File: config.mk
export PLATFORM = sky130hd
export DESIGN_NAME = regfile_wb_ctrl
export DESIGN_NICKNAME = d
export VERILOG_FILES = /design/src/rtl/regwb_pkg.sv /design/src/rtl/regwb_fifo.sv /design/src/rtl/regfile_wb_ctrl.sv
export SDC_FILE = /design/constraint.sdc
export NUM_CORES = 1
export LEC_CHECK = 0
export ABC_AREA = 1
export CORE_MARGIN = 5
export CORE_UTILIZATION = 51
export CTS_CLUSTER_DIAMETER = 60
export DETAILED_ROUTE_END_ITERATION = 12
export GPL_TIMING_DRIVEN = 0
export PLACE_DENSITY = 0.73
export SYNTH_ARGS = -nofsm -noshare
export SYNTH_HDL_FRONTEND = slang
export SYNTH_SLANG_ARGS = --single-unit
File: constraint.sdc
create_clock -name clk -period 4.2 [get_ports clk]
set_clock_uncertainty 0.2 [all_clocks]
set_input_delay 1.05 -clock clk [delete_from_list [all_inputs] [get_ports clk]]
set_output_delay 1.05 -clock clk [all_outputs]
set_load 0.005 [all_outputs]
File: src/rtl/regwb_pkg.sv
// rtl/regwb_pkg.sv - shared widths and queue entry type for the register-file write-back controller
package regwb_pkg;

  localparam int REGWB_DATA_W = 64;
  localparam int REGWB_ADDR_W = 5;

  typedef struct packed {
    logic [REGWB_ADDR_W-1:0] addr;
    logic [REGWB_DATA_W-1:0] data;
  } wb_entry_t;

endpackage

File: src/rtl/regwb_fifo.sv
// rtl/regwb_fifo.sv - in-order write-back queue; storage and read pointer are exported for the head read and bypass search
module regwb_fifo
  import regwb_pkg::*;
#(
  parameter int DEPTH = 4,
  localparam int PTR_W = $clog2(DEPTH),
  localparam int CNT_W = PTR_W + 1
) (
  input  logic                   clk,
  input  logic                   rst_n,
  input  logic                   push,
  input  wb_entry_t              push_entry,
  input  logic                   pop,
  output wb_entry_t [DEPTH-1:0]  entries,
  output logic [PTR_W-1:0]       rd_ptr,
  output logic [CNT_W-1:0]       count
);

  logic [PTR_W-1:0] wr_ptr;

  // Caller guarantees no push when full and no pop when empty; pointers wrap naturally.
  always_ff @(posedge clk or negedge rst_n) begin
    if (!rst_n) begin
      wr_ptr <= '0;
      rd_ptr <= '0;
      count  <= '0;
    end else begin
      if (push) wr_ptr <= wr_ptr + PTR_W'(1);
      if (pop)  rd_ptr <= rd_ptr + PTR_W'(1);
      count <= count + CNT_W'(push) - CNT_W'(pop);
    end
  end

  // Payload storage needs no reset: only slots covered by count are ever observed.
  always_ff @(posedge clk) begin
    if (push) entries[wr_ptr] <= push_entry;
  end

endmodule

File: src/rtl/regfile_wb_ctrl.sv
// rtl/regfile_wb_ctrl.sv - write-back controller for the 32x64 register file; optional queue bypass under REGWB_BYPASS_EN
module regfile_wb_ctrl
  import regwb_pkg::*;
#(
  parameter int DATA_W = 64,
  parameter int ADDR_W = 5,
  parameter int DEPTH  = 4,
  localparam int PTR_W = $clog2(DEPTH),
  localparam int CNT_W = PTR_W + 1
) (
  input  logic              clk,
  input  logic              rst_n,
  input  logic              in_valid,
  output logic              in_ready,
  input  logic [ADDR_W-1:0] in_addr,
  input  logic [DATA_W-1:0] in_data,
  input  logic              wr_hold,
  output logic              wr_en,
  output logic [ADDR_W-1:0] wr_addr,
  output logic [DATA_W-1:0] wr_data,
  output logic [CNT_W-1:0]  pend_count,
  output logic              busy
`ifdef REGWB_BYPASS_EN
  ,
  input  logic [ADDR_W-1:0] q_addr,
  output logic              q_hit,
  output logic [DATA_W-1:0] q_data
`endif
);

  wb_entry_t [DEPTH-1:0] q_entries;
  wb_entry_t             in_entry;
  wb_entry_t             head;
  logic [PTR_W-1:0]      rd_ptr;
  logic                  push;
  logic                  pop;

  // Ready looks only at occupancy, so a full queue never passes through even on a pop.
  assign in_ready = (pend_count < CNT_W'(DEPTH));
  assign push     = in_valid && in_ready && (in_addr != '0);
  assign pop      = (pend_count != '0) && !wr_hold;
  assign in_entry = '{addr: in_addr, data: in_data};
  assign head     = q_entries[rd_ptr];
  assign busy     = (pend_count != '0) || wr_en;

  regwb_fifo #(.DEPTH(DEPTH)) u_fifo (
    .clk        (clk),
    .rst_n      (rst_n),
    .push       (push),
    .push_entry (in_entry),
    .pop        (pop),
    .entries    (q_entries),
    .rd_ptr     (rd_ptr),
    .count      (pend_count)
  );

  always_ff @(posedge clk or negedge rst_n) begin
    if (!rst_n) begin
      wr_en   <= 1'b0;
      wr_addr <= '0;
      wr_data <= '0;
    end else if (pop) begin
      wr_en   <= 1'b1;
      wr_addr <= head.addr;
      wr_data <= head.data;
    end else begin
      wr_en   <= 1'b0;
    end
  end

`ifdef REGWB_BYPASS_EN
  // Scan oldest to newest so the youngest match wins; the in-flight write slot is older than all.
  always_comb begin
    q_hit  = 1'b0;
    q_data = '0;
    if (wr_en && (wr_addr == q_addr)) begin
      q_hit  = 1'b1;
      q_data = wr_data;
    end
    for (int i = 0; i < DEPTH; i++) begin
      if ((CNT_W'(i) < pend_count) && (q_entries[rd_ptr + PTR_W'(i)].addr == q_addr)) begin
        q_hit  = 1'b1;
        q_data = q_entries[rd_ptr + PTR_W'(i)].data;
      end
    end
    if (q_addr == '0) begin
      q_hit  = 1'b0;
      q_data = '0;
    end
  end
`endif

endmodule

==> results.txt <==
Post-DP HPWL -> 21000 µm
Worst Setup Start Kind -> input port
Worst slack, placed -> 0.185 ns
Post-DP Area -> 16900 µm²
Minimum clock period -> 3.47 ns
Worst path most repeated cell -> inv_1
Slowest cell on crit path -> clkdlybuf4s50_1
CP Capture Type -> flop
Most common cell after layout, fill and taps aside -> nand2_1
FF-to-FF Start -> u_fifo.count[2]
Post-CTS Resized -> 0
CP peak stage delay -> 0.41 ns
Setup crit start -> wr_hold
Tot Pwr -> 0.0121 W
Lkg Pwr -> 8.39 nW
Pwr Density -> 670 nW/µm²
Mapped Area -> 14700 µm²
Clock Path Buffers -> 3
CTS clock-pin slew for the worst setup and hold paths -> 0.06 ns
Largest net degree at the start of global routing -> 45
Post-route setup slack -> 0.727 ns
Post-synth cell types -> 20
CTS tree -> done
Post-CTS Repair Setup Buffers -> 0
TritonCTS Sinks -> 353
Routed WL per cell -> 16.0 µm
Reported max-cap violation count -> 0
Slew @ Worst Pin -> 0.910 ns
Placer Congestion -> 0.740
DRC viols -> 0
Final hold vios -> 0
Fin area -> 18100 µm²
DIE WIDTH -> 180 µm
Via-to-Cell Ratio -> 4.84
Internal -> 0.00817 W
Initial DRC count -> 619
H-tree Lvls -> 2
Layout cells sized above 1 -> 7.74%
Setup Crit Path Kind -> in -> reg
Crit Path Max Fanout -> 11
Chip height -> 180 µm
Global route total overflow -> 0
Routed Antenna Nets -> 0
Slew Viols, Final -> 0
Final wirelength -> 32600 µm
Ys Warns -> 0
Seq/Total Area, Yosys -> 69.5%
Synthesized netlist cell count -> 1428
Clk root buf -> clkbuf_16
TritonRoute pass-1 iters -> 5
RSZ-0062 raised after global routing -> false
Logic pwr share -> 33.8%
Core box area -> 28500 µm²
HP Class -> reg -> reg
Status -> finished clean
Worst slew margin -> 39.2%
Cell Count, Final, Fillers Out -> 2040
Worst VDD drop -> 0.000396 V
Worst R2R Setup Slack -> 1.15 ns
Rows -> 62
Crit share post-route -> 82.7%
Via count -> 9883
Seq cells post-synth -> 353
Switching share of power -> 32.7%
IO buf count -> 147
Placed insts -> 1969
P&R area growth vs syn -> 23.3%
Total CTS buffers -> 37
Hold bufs inserted after CTS -> 0
Sequential share of power -> 39.6%
Syn Area/Cell -> 10.3 µm²
Max Clk Rate -> 288 MHz
Final Net Count -> 1704
Setup violators final -> 0
R2r worst-path depth -> 12
Worst-Skew Late Latency -> 0.51 ns
Critical Path RT -> 4.44 ns
First-pass GRT wire length -> 52400 µm
Most frequent cells in the layout -> nand2_1 (559), inv_1 (290), edfxtp_1 (276)
I/O pin cnt -> 148
GRT Total Usage -> 20.1%
CP Capture Point -> u_fifo.count[2]
Crit path DAT -> 3.71 ns
Net Sw Power -> 0.00397 W
Fin Hold WS -> 0.274 ns
Initial Util -> 51.5%
Initial antenna violation count -> 4
Clock power share -> 26.6%
Mapped Nets -> 1508
Die area -> 32300 µm²
Worst flop-to-flop path endpoint -> u_fifo.count[2]
Vias in the first global route -> 10200
Crit path cell chain -> clkdlybuf4s50_1 -> inv_1 -> nand2_2 -> inv_2 -> buf_2 -> ha_1 -> inv_1 -> ha_1 -> inv_1 -> fa_1 -> xnor2_1 -> xor2_1
==> metal layers <==
layer  vias to the layer above  GRT usage [%]  part of all wire (%)
met4                         0           6.43                   2.6
met2                       290           35.5                    51
met1                      4723           25.4                    41
met3                        58           3.68                   5.2
met5                         -              0                     0
li1                       4812              -                     -
==> worst min-delay path by stage <==
stage / start / end / cells past startpoint
floorplan: wr_addr[0] / wr_addr[0] / 2
global placement: wr_data[30] / wr_data[30] / 2
detailed placement: wr_data[5] / wr_data[5] / 2
CTS: wr_data[54] / wr_data[54] / 2
global route: wr_data[30] / wr_data[30] / 2
finish: wr_data[48] / wr_data[48] / 2
==> Yosys cell counts, drive strengths merged <==
| cell | number | area share [%] |
|---|---|---|
| nand3 | 140 | 4.8 |
| clkbuf | 3 | 0.077 |
| or2 | 1 | 0.043 |
| nand2 | 560 | 14 |
| xor2 | 2 | 0.12 |
| ha | 6 | 0.51 |
| dfrtp | 77 | 13 |
| inv | 293 | 7.5 |
| nand3b | 1 | 0.051 |
| o21ai | 1 | 0.034 |
| fa | 1 | 0.14 |
| edfxtp | 276 | 56 |
| xnor2 | 2 | 0.12 |
| buf | 57 | 2.6 |
| nor2 | 8 | 0.20 |
==> layout make-up <==
cell class              count  area (µm²)
flip-flops and latches    353       10200
inverters                 293        1100
fillers                  2271       10400
multi-input cells         722        3010
diodes                      3        7.51
plain buffers              60         397
clock buffers              49        1040
repair buffers            157        1690
well taps                 384         480
clock inverters            19         174
==> metrics by stage <==
stage	util, %	TNS (ns)
floorplan	-	-211.65
global placement	58.3	-1128.67
detailed placement	59.2	0
CTS	63.5	0
global route	63.5	0
finish	63.5	0
==> worst max-delay path, delay by kind of cell <==
family                   cells  cell delay (ns)
XOR/XNOR                     2             0.34
AND/OR/NAND/NOR              1             0.28
adder cells (fa/ha/maj)      3             0.77
buffers and inverters        6             1.26
==> sequential cells by signal, summed over array words and instances, names as in the netlist <==
register and flops:
wr_en 1, wr_data 64, wr_addr 5, u_fifo.rd_ptr 2, u_fifo.count 3, u_fifo.entries 276, u_fifo.wr_ptr 2
==> power by group through the flow <==
stage          combinational [W]  clock [W]  sequential, W
2_1_floorplan            0.00228          0        0.00491
3_3_place_gp             0.00392          0        0.00494
3_5_place_dp             0.00412          0        0.00487
4_1_cts                  0.00416    0.00328        0.00481
5_1_grt                  0.00459    0.00344        0.00488
6_report                 0.00410    0.00323        0.00481
==> kinds of logic after synthesis <==
logic type,after synthesis,synth area share (%)
xor gates and xnor gates,4,0.238
AOI/OAI and AO/OA,1,0.0340
and+or+nand+nor,710,19.4
adders and majority gates,7,0.647
DFF,353,69.5
buffers and inverters,353,10.2
Note: power is estimated with default switching activity, not from simulation.
